`config.mk`:
```
export PLATFORM = sky130hd
export DESIGN_NAME = load_store_unit
export DESIGN_NICKNAME = d
export VERILOG_FILES = /design/src/rtl/lsu_pkg.sv /design/src/rtl/lsu_align.sv /design/src/rtl/load_store_unit.sv
export SDC_FILE = /design/constraint.sdc
export NUM_CORES = 1
export LEC_CHECK = 0
export ABC_AREA = 1
export ABC_CLOCK_PERIOD_IN_PS = 1400
export CORE_AREA = 5 5 136 106
export CTS_BUF_LIST = sky130_fd_sc_hd__clkbuf_4 sky130_fd_sc_hd__clkbuf_8
export DETAILED_ROUTE_END_ITERATION = 12
export DIE_AREA = 0 0 141 111
export PLACE_DENSITY_LB_ADDON = 0.1
export SETUP_SLACK_MARGIN = 0.4
export SYNTH_ARGS = -nofsm -noshare
export SYNTH_HDL_FRONTEND = slang
export SYNTH_SLANG_ARGS = --single-unit
```
`constraint.sdc`:
```
create_clock -name clk -period 1.4 [get_ports clk]
set_input_delay 0.28 -clock clk [delete_from_list [all_inputs] [get_ports clk]]
set_output_delay 0.28 -clock clk [all_outputs]
set_load 0.02 [all_outputs]
```
`src/rtl/lsu_pkg.sv`:
```
// Shared definitions for the load/store unit: RV32I size/sign encodings,
// the controller state type and access-size helpers.
package lsu_pkg;

  localparam logic [2:0] F3_LB  = 3'b000;
  localparam logic [2:0] F3_LH  = 3'b001;
  localparam logic [2:0] F3_LW  = 3'b010;
  localparam logic [2:0] F3_LBU = 3'b100;
  localparam logic [2:0] F3_LHU = 3'b101;

  typedef enum logic [1:0] {IDLE, REQ, WAIT, RESP} lsu_state_t;

  typedef enum logic [1:0] {SZ_B, SZ_H, SZ_W} lsu_size_t;

  // Undefined encodings fall through to a full-word access.
  function automatic lsu_size_t size_of(input logic [2:0] funct3);
    case (funct3)
      F3_LB, F3_LBU: size_of = SZ_B;
      F3_LH, F3_LHU: size_of = SZ_H;
      default:       size_of = SZ_W;
    endcase
  endfunction

  // Halves need an even address, words a word-aligned one.
  function automatic logic is_misaligned(input logic [2:0] funct3, input logic [1:0] addr_lo);
    case (size_of(funct3))
      SZ_B:    is_misaligned = 1'b0;
      SZ_H:    is_misaligned = addr_lo[0];
      default: is_misaligned = (addr_lo != 2'b00);
    endcase
  endfunction

endpackage

```
`src/rtl/lsu_align.sv`:
```
// Byte-lane steering for the load/store unit (purely combinational).
// Store side replicates data across lanes and builds byte strobes; load side
// picks the addressed byte/half and extends it. Low address bits that do not
// fit the access size are ignored, so a misaligned half uses addr_lo[1] only
// and a misaligned word behaves as aligned.
module lsu_align
  import lsu_pkg::*;
(
  input  logic [2:0]  funct3,
  input  logic [1:0]  addr_lo,
  input  logic        is_store,
  input  logic [31:0] store_data,
  input  logic [31:0] load_word,
  output logic [31:0] wdata,
  output logic [3:0]  wstrb,
  output logic [31:0] load_data
);

  function automatic logic signed [31:0] ext8(input logic [7:0] b, input logic sgn);
    ext8 = sgn ? {{24{b[7]}}, b} : {24'd0, b};
  endfunction

  function automatic logic signed [31:0] ext16(input logic [15:0] h, input logic sgn);
    ext16 = sgn ? {{16{h[15]}}, h} : {16'd0, h};
  endfunction

  logic [31:0] byte_sh;
  logic [31:0] half_sh;
  logic        sgn;

  assign byte_sh = load_word >> {addr_lo, 3'b000};
  assign half_sh = load_word >> {addr_lo[1], 4'b0000};
  assign sgn     = ~funct3[2];

  // store path: lane replication and strobes (no strobes for loads)
  always_comb begin
    wdata = store_data;
    wstrb = 4'b1111;
    case (size_of(funct3))
      SZ_B: begin
        wdata = {4{store_data[7:0]}};
        wstrb = 4'b0001 << addr_lo;
      end
      SZ_H: begin
        wdata = {2{store_data[15:0]}};
        wstrb = 4'b0011 << {addr_lo[1], 1'b0};
      end
      default: begin
        wdata = store_data;
        wstrb = 4'b1111;
      end
    endcase
    if (!is_store)
      wstrb = 4'b0000;
  end

  // load path: lane select then sign/zero extension
  always_comb begin
    load_data = load_word;
    case (size_of(funct3))
      SZ_B:    load_data = ext8(byte_sh[7:0], sgn);
      SZ_H:    load_data = ext16(half_sh[15:0], sgn);
      default: load_data = load_word;
    endcase
  end

endmodule

```
`src/rtl/load_store_unit.sv`:
```
// Load/store unit: accepts one request at a time from execute, runs a
// req/gnt/rvalid memory handshake and returns one extended response pulse.
// Build option: LSU_MISALIGN_TRAP_EN - misaligned H/W accesses answer
// immediately with rsp_err=1 and never reach memory. When undefined the
// offending low address bits are ignored and rsp_err stays 0.
module load_store_unit
  import lsu_pkg::*;
#(
  parameter int XLEN   = 32,
  parameter int ADDR_W = 32
) (
  input  logic              clk,
  input  logic              reset,
  input  logic              req_valid,
  output logic              req_ready,
  input  logic              req_we,
  input  logic [2:0]        req_funct3,
  input  logic [ADDR_W-1:0] req_addr,
  input  logic [XLEN-1:0]   req_wdata,
  output logic              mem_req,
  output logic              mem_we,
  output logic [ADDR_W-1:0] mem_addr,
  output logic [XLEN-1:0]   mem_wdata,
  output logic [3:0]        mem_wstrb,
  input  logic              mem_gnt,
  input  logic              mem_rvalid,
  input  logic [XLEN-1:0]   mem_rdata,
  output logic              rsp_valid,
  output logic [XLEN-1:0]   rsp_rdata,
  output logic              rsp_err
);

  lsu_state_t state, state_nxt;

  logic              we_p1;
  logic [2:0]        f3_p1;
  logic [ADDR_W-1:0] addr_p1;
  logic [XLEN-1:0]   wdata_p1;
  logic [XLEN-1:0]   rdata_p2;
  logic              accept;
  logic              trap;
  logic [XLEN-1:0]   lane_wdata;
  logic [3:0]        lane_wstrb;
  logic [XLEN-1:0]   load_data;

  assign accept = req_valid && req_ready;

`ifdef LSU_MISALIGN_TRAP_EN
  logic err_p1;

  assign trap = is_misaligned(req_funct3, req_addr[1:0]);

  // error flag for the pending response, decided at accept
  always_ff @(posedge clk) begin
    if (reset)
      err_p1 <= 1'b0;
    else if (accept)
      err_p1 <= trap;
  end

  assign rsp_err = (state == RESP) && err_p1;
`else
  assign trap    = 1'b0;
  assign rsp_err = 1'b0;
`endif

  lsu_align u_align (
    .funct3     (f3_p1),
    .addr_lo    (addr_p1[1:0]),
    .is_store   (we_p1),
    .store_data (wdata_p1),
    .load_word  (mem_rdata),
    .wdata      (lane_wdata),
    .wstrb      (lane_wstrb),
    .load_data  (load_data)
  );

  // state register; reset abandons any in-flight access
  always_ff @(posedge clk) begin
    if (reset)
      state <= IDLE;
    else
      state <= state_nxt;
  end

  // stage p1: request fields latched at accept; stage p2: response data
  always_ff @(posedge clk) begin
    if (reset) begin
      we_p1    <= 1'b0;
      f3_p1    <= 3'b000;
      addr_p1  <= '0;
      wdata_p1 <= '0;
      rdata_p2 <= '0;
    end else begin
      if (accept) begin
        we_p1    <= req_we;
        f3_p1    <= req_funct3;
        addr_p1  <= req_addr;
        wdata_p1 <= req_wdata;
      end
      if (accept && trap)
        rdata_p2 <= '0;
      else if (state == WAIT && mem_rvalid)
        rdata_p2 <= we_p1 ? '0 : load_data;
    end
  end

  // next-state and handshake outputs
  always_comb begin
    state_nxt = state;
    req_ready = 1'b0;
    mem_req   = 1'b0;
    rsp_valid = 1'b0;
    case (state)
      IDLE: begin
        req_ready = 1'b1;
        if (accept)
          state_nxt = trap ? RESP : REQ;
      end
      REQ: begin
        mem_req = 1'b1;
        if (mem_gnt)
          state_nxt = WAIT;
      end
      WAIT: begin
        if (mem_rvalid)
          state_nxt = RESP;
      end
      RESP: begin
        rsp_valid = 1'b1;
        state_nxt = IDLE;
      end
      default: state_nxt = IDLE;
    endcase
  end

  assign mem_we    = mem_req && we_p1;
  assign mem_addr  = {addr_p1[ADDR_W-1:2], 2'b00};
  assign mem_wdata = lane_wdata;
  assign mem_wstrb = mem_req ? lane_wstrb : 4'b0000;
  assign rsp_rdata = rdata_p2;

endmodule

```
After elaboration in Yosys (flattened, before gate mapping)
Cells that the tools add are included.
{ "totals": {"reg_bits": 102, "latch_bits": 0, "ramBits": 0, "mem_bits_ro": 0, "output_inout_bits": 105, "word_cells": 45, "n_memories": 0} }
{ "op_classes": {"n_addsub": 0, "mul": 0, "div_mod_pow": 0, "magnitude_cmp": 0, "eq_ne": 10, "shifts": 4, "muxes": 16, "bitwise": 0, "n_reduce_logical": 9} }
{ "ops": {"columns": ["op", "n"], "rows": [
  ["case mux 32 bit (2 select lines)", 2],
  ["2-to-1 mux 32 bit", 3],
  ["right shift 32 x 5 -> 16 bit", 1],
  ["right shift 32 x 5 -> 8 bit", 1],
  ["2-to-1 mux 4 bit", 2],
  ["case mux 2 bit (4 select lines)", 1],
  ["case mux 4 bit (2 select lines)", 1],
  ["equality test 3 bit (second input constant)", 2],
  ["2-to-1 mux 2 bit", 3],
  ["inequality test 2 bit (second input constant)", 3],
  ["equality test 2 x 1 -> 1 bit (second input constant)", 2],
  ["equality test 2 bit (second input constant)", 2],
  ["logical NOT 2 bit", 2],
  ["case mux 2 bit (2 select lines)", 1],
  ["OR reduction 2 bit", 2],
  ["<< shifter 1 x 2 -> 4 bit (first input constant)", 1],
  ["<< shifter 2 x 2 -> 4 bit (first input constant)", 1],
  ["equality test 3 x 1 -> 1 bit (second input constant)", 1],
  ["logical AND 1 bit", 3],
  ["logical NOT 3 bit", 1],
  ["2-to-1 mux 1 bit", 3],
  ["AND reduction 3 bit", 1]
]} }

Longest topological paths before layout
{ "depth": {"ltp_word": 7, "depth_mapped": 9, "depth_no_buf": 8} }

Modules after synthesis
Synthesis repeated with hierarchy kept, for this count alone.
{ "unflattened": {"cells_unflattened": 748, "hier_area_um2": 5082.4} }
{ "modules_own_cells": {"columns": ["module", "instances", "cells_each", "area_per_inst_um2", "seq_area_each_um2"], "rows": [
  ["load_store_unit", 1, 506, 3953.8, 2042.0],
  ["lsu_align", 1, 242, 1128.6, 0.0]
]} }

Least setup slack after synthesis
Ideal clock, no wire load.
{ "synth_timing": {"path_kind": "register to output", "startpoint": "register state[1]", "endpoint": "output mem_wstrb[3]", "t_arrival_ps": 1467, "slack_ps": -347, "stages_incl_launch_ff": 7, "n_path_buf": 0, "cell_sequence": "dfxtp_1 -> inv_1 -> ha_1 -> nand2_1 -> inv_1 -> o21ai_0 -> a21oi_1"} }
{ "synth_between": {"elab_chain_cells": 3} }
{ "synth_lines": {"columns": ["item", "line_no", "rtl"], "rows": [
  ["from (decl)", "load_store_unit.sv:33", "lsu_state_t state, state_nxt;"],
  ["from (signal assigned)", "load_store_unit.sv:83", "state <= state_nxt;"],
  ["equality test 2 x 1 -> 1 bit", "load_store_unit.sv:114", "case (state)"],
  ["2-to-1 mux 1 bit", "load_store_unit.sv:114", null],
  ["via mem_req", "load_store_unit.sv:20", "output logic mem_req,"],
  ["2-to-1 mux 4 bit", "load_store_unit.sv:140", "assign mem_wstrb = mem_req ? lane_wstrb : 4'b0000;"],
  ["to (decl)", "load_store_unit.sv:24", "output logic [3:0] mem_wstrb,"]
]} }
The timed path passes the listed nets, and every way through them passes these cells.

Worst setup path in the final report
{ "layout_timing": {"startpoint": "register f3_p1[1]", "endpoint": "output mem_wdata[24]"} }
{ "layout_between": {"elab_chain_cells": 5, "word_cells_on_any_way": 10, "classes_between": "eq/ne: 4; mux: 2; reduce/logical: 4"} }
{ "layout_lines": {"columns": ["item", "line_no", "rtl"], "rows": [
  ["from (decl)", "load_store_unit.sv:36", "logic [2:0] f3_p1;"],
  ["from (signal assigned)", "load_store_unit.sv:97", "f3_p1 <= req_funct3;"],
  ["equality test 3 x 1 -> 1 bit, or another cell as far along", "lsu_pkg.sv:17", "case (funct3)"],
  ["OR reduction 2 bit", "lsu_pkg.sv:17", null],
  ["case mux 2 bit (2 select lines) (*)", "lsu_pkg.sv:17", null],
  ["equality test 2 x 1 -> 1 bit or logical NOT 2 bit (tied branches)", "lsu_align.sv:39", "case (size_of(funct3))"],
  ["case mux 32 bit (2 select lines) (*)", "lsu_align.sv:39", null],
  ["to (decl)", "load_store_unit.sv:23", "output logic [XLEN-1:0] mem_wdata,"]
]} }
Every way passes the cells marked *; elsewhere a longest branch is shown, timed or not.

==> metrics.csv <==
metric,value,unit
status,"finished, violations left",
path_class,flop to output port,
rows,36,
synth.area.mux_share,0,%
final.setup.worst_slack,-0.3664,ns
slowest_stage,dfxtp_4,
p_comb_share,64.1,%
numCtsBuffers,9,
ys_seq_elements,102,
grt_overflow,0,
arrival,1.49,ns
start_kind,flop,
holdWs,0.4825,ns
fin_crit,1.766,ns
final.period_utilization,126.2,%
antenna_found_initial,0,
yosys-top-cells-area,"dfxtp_1 (41%), nand2_1 (9.3%), nor2_1 (9.1%)",
cp.required,1.12,ns
post-place-cells,1062,
synthSimpleGateAreaFrac,24.15,%
clk_transition_reported_paths,0.10,ns
clock_latency,0.38,ns
drv_slew,0,
power.density,1785,nW/um^2
tns,-28.41,ns
synth_compound_area_share,20.46,%
fin_nets,1088,
dp_hpwl,12.76,mm
clock_power_share,11.2,%
synth_adder_area_share,0.9970,%
cts_hold_buf,0,
critPathBufInv,2,
drt-vias-per-instance,5.010,
place.gp.congestion,0.9193,
ys.flop_type,dfxtp_1,
drc_errors,0,
syn2layout_area_growth,101.3,%
worst-path-max-fanout,6,
drv_cap,0,
ctsHtreeMaxLevel,3,
cts_buffer_depth,2,
p_int,10460,uW
num_antenna_cells,0,
hold_path.class,flop to flop,
crit_chain,"nor2_4, buf_6, nand2_4, o211ai_1, buf_4",
track_usage,24.66,%
io_pins,210,
violations,negative setup slack,
synth_top_family_by_area,simple AND/OR/NAND/NOR gates,
die_w,141,um
hold_viol,0,
yosys_warnings,0,
cts_sinks,102,
synth_edf_count,0,
max_freq,566.1,MHz
instances_no_fill,1155,
power_frac_seq,24.8,%
synthXorXnorAreaFrac,0,%
syn_area,5020,um^2
power,18040,uW
routed_wl,20.47,mm
grt_setup_unrepaired,true,
cts_tree,built,
die-area,15650,um^2
drive_above_1_share,60.06,%
coreArea,12790,um^2
vias,5786,
dr.pass1.iters,5,
netlist_instances,689,
final_cell_mix,"buf_6 (119), clkdlybuf4s50_1 (104), buf_4 (99)",
end_kind,output port,
start_util,39.24,%
drt-wirelength-per-cell,17.72,um
grt_max_degree,48,
p_leak,0.004265,uW
cts_root_buf,clkbuf_8,
yosysTopAreaCell,dfxtp_1,
cp_slowest_stage_delay,0.39,ns
crit_family,flip-flops,
swShare,41.98,%
ant_nets,0,
ys_seq_area_share,40.68,%
syn_avg_cell_area,7.286,um^2
first_global_vias,5955,
synth-async-reset-ratio,0,%
ir_drop,0.001133,V
final_common_cell,buf_6,
netSwitchingPower,7571,uW
setup_viol_count_final,134,
skew,0.007770,ns
die_h,111,um
io_buffers,206,
yosysUniqueCellTypes,33,
drt_iter0_markers,216,
grt_first_pass_wirelength,31.28,mm
yosysTopAreaCellShare,40.68,%
[synth_stat cells (2+ instances only)]
| library cell | instances |
|---|---|
| a211oi_1 | 2 |
| nor2_2 | 3 |
| nand2_1 | 125 |
| nand3_1 | 10 |
| dfxtp_1 | 102 |
| dlygate4sd1_1 | 2 |
| ha_1 | 4 |
| inv_1 | 33 |
| nor2_8 | 2 |
| o22ai_1 | 7 |
| nand3_2 | 2 |
| o2111ai_1 | 7 |
| inv_2 | 4 |
| o21ai_1 | 9 |
| buf_6 | 3 |
| nor3_1 | 2 |
| buf_2 | 7 |
| nand2_2 | 11 |
| nor2_1 | 122 |
| buf_4 | 44 |
| clkbuf_1 | 24 |
| nand3_4 | 2 |
| a21oi_1 | 42 |
| inv_4 | 3 |
| a21oi_2 | 18 |
| o211ai_1 | 8 |
| o21ai_0 | 85 |
[through the flow]
step | worst slack [ns] | utilization (%) | instance area, um^2
2_1_floorplan | 0.04872 | - | 5580
3_3_place_gp | -0.3769 | 61.13 | 7820
3_5_place_dp | -0.3944 | 61.13 | 7820
4_1_cts | -0.3442 | 73.72 | 9430
5_1_grt | -0.4493 | 78.99 | 10100
6_report | -0.3664 | 78.99 | 10100
[power by group through the flow]
stage | Combinational, uW | Clock (uW) | Sequential (uW)
after global placement | 7780 | 0 | 4170
after detailed placement | 7900 | 0 | 4200
after global routing | 12200 | 2150 | 4550
final | 11600 | 2010 | 4470
after floorplan | 5090 | 0 | 4290
after CTS | 10300 | 2020 | 4380
[worst paths after layout]
check | startpoint | slack, ns | cells after the start | endpoint
max | f3_p1[1] | -0.37 | 5 | mem_wdata[24]
min reg2reg | rsp_rdata[19] | 0.48 | 2 | rsp_rdata[19]
min | rsp_rdata[19] | 0.48 | 2 | rsp_rdata[19]
max reg2reg | state[0] | -0.27 | 11 | wdata_p1[2]
[cell type report]
cell class / instances / area [um^2]
multi-input combinational: 469 / 3354
timing repair buffer: 357 / 3940
tap: 171 / 214.0
clock buffer: 10 / 137.6
inverter: 40 / 219.0
sequential: 102 / 2172
clock inverter: 6 / 67.56
fill: 823 / 2688
[kinds of logic (layout without fill, tap and decap cells)]
| family | count (synthesis) | after routing |
|---|---|---|
| buffers and inverters | 121 | 413 |
| DFF | 102 | 102 |
| adders and majority gates | 4 | 4 |
| other | 1 | 3 |
| and+or+nand+nor | 282 | 283 |
| AOI/OAI and AO/OA | 179 | 179 |
[sequential cells by signal, indices dropped and copies added (netlist names)]
name	flops
addr_p1	32
f3_p1	3
rsp_rdata	32
state	2
wdata_p1	32
we_p1	1
[repair_timing]
item,in CTS,in global routing
pin swaps,23,25
setup buffers,34,25
setup endpoints to repair,204,204
cloned,15,3
resized for setup,832,102
[layer usage]
layer | wire length, um | track usage (%)
met1 | 8811 | 31.77
met2 | 10100 | 42.09
met3 | 1247 | 5.520
met4 | 306 | 5.552
met5 | 0 | 0
[worst register-to-register path, stage by stage, from the launching register on]
cell,delay [ns]
dfxtp_4,0.38
buf_6,0.09
buf_6,0.10
inv_6,0.04
ha_4,0.16
buf_8,0.14
nand2_8,0.13
clkinv_16,0.13
buf_12,0.15
buf_16,0.14
nor2_4,0.08
nor2_2,0.03
(Power assumes the default switching activity.)
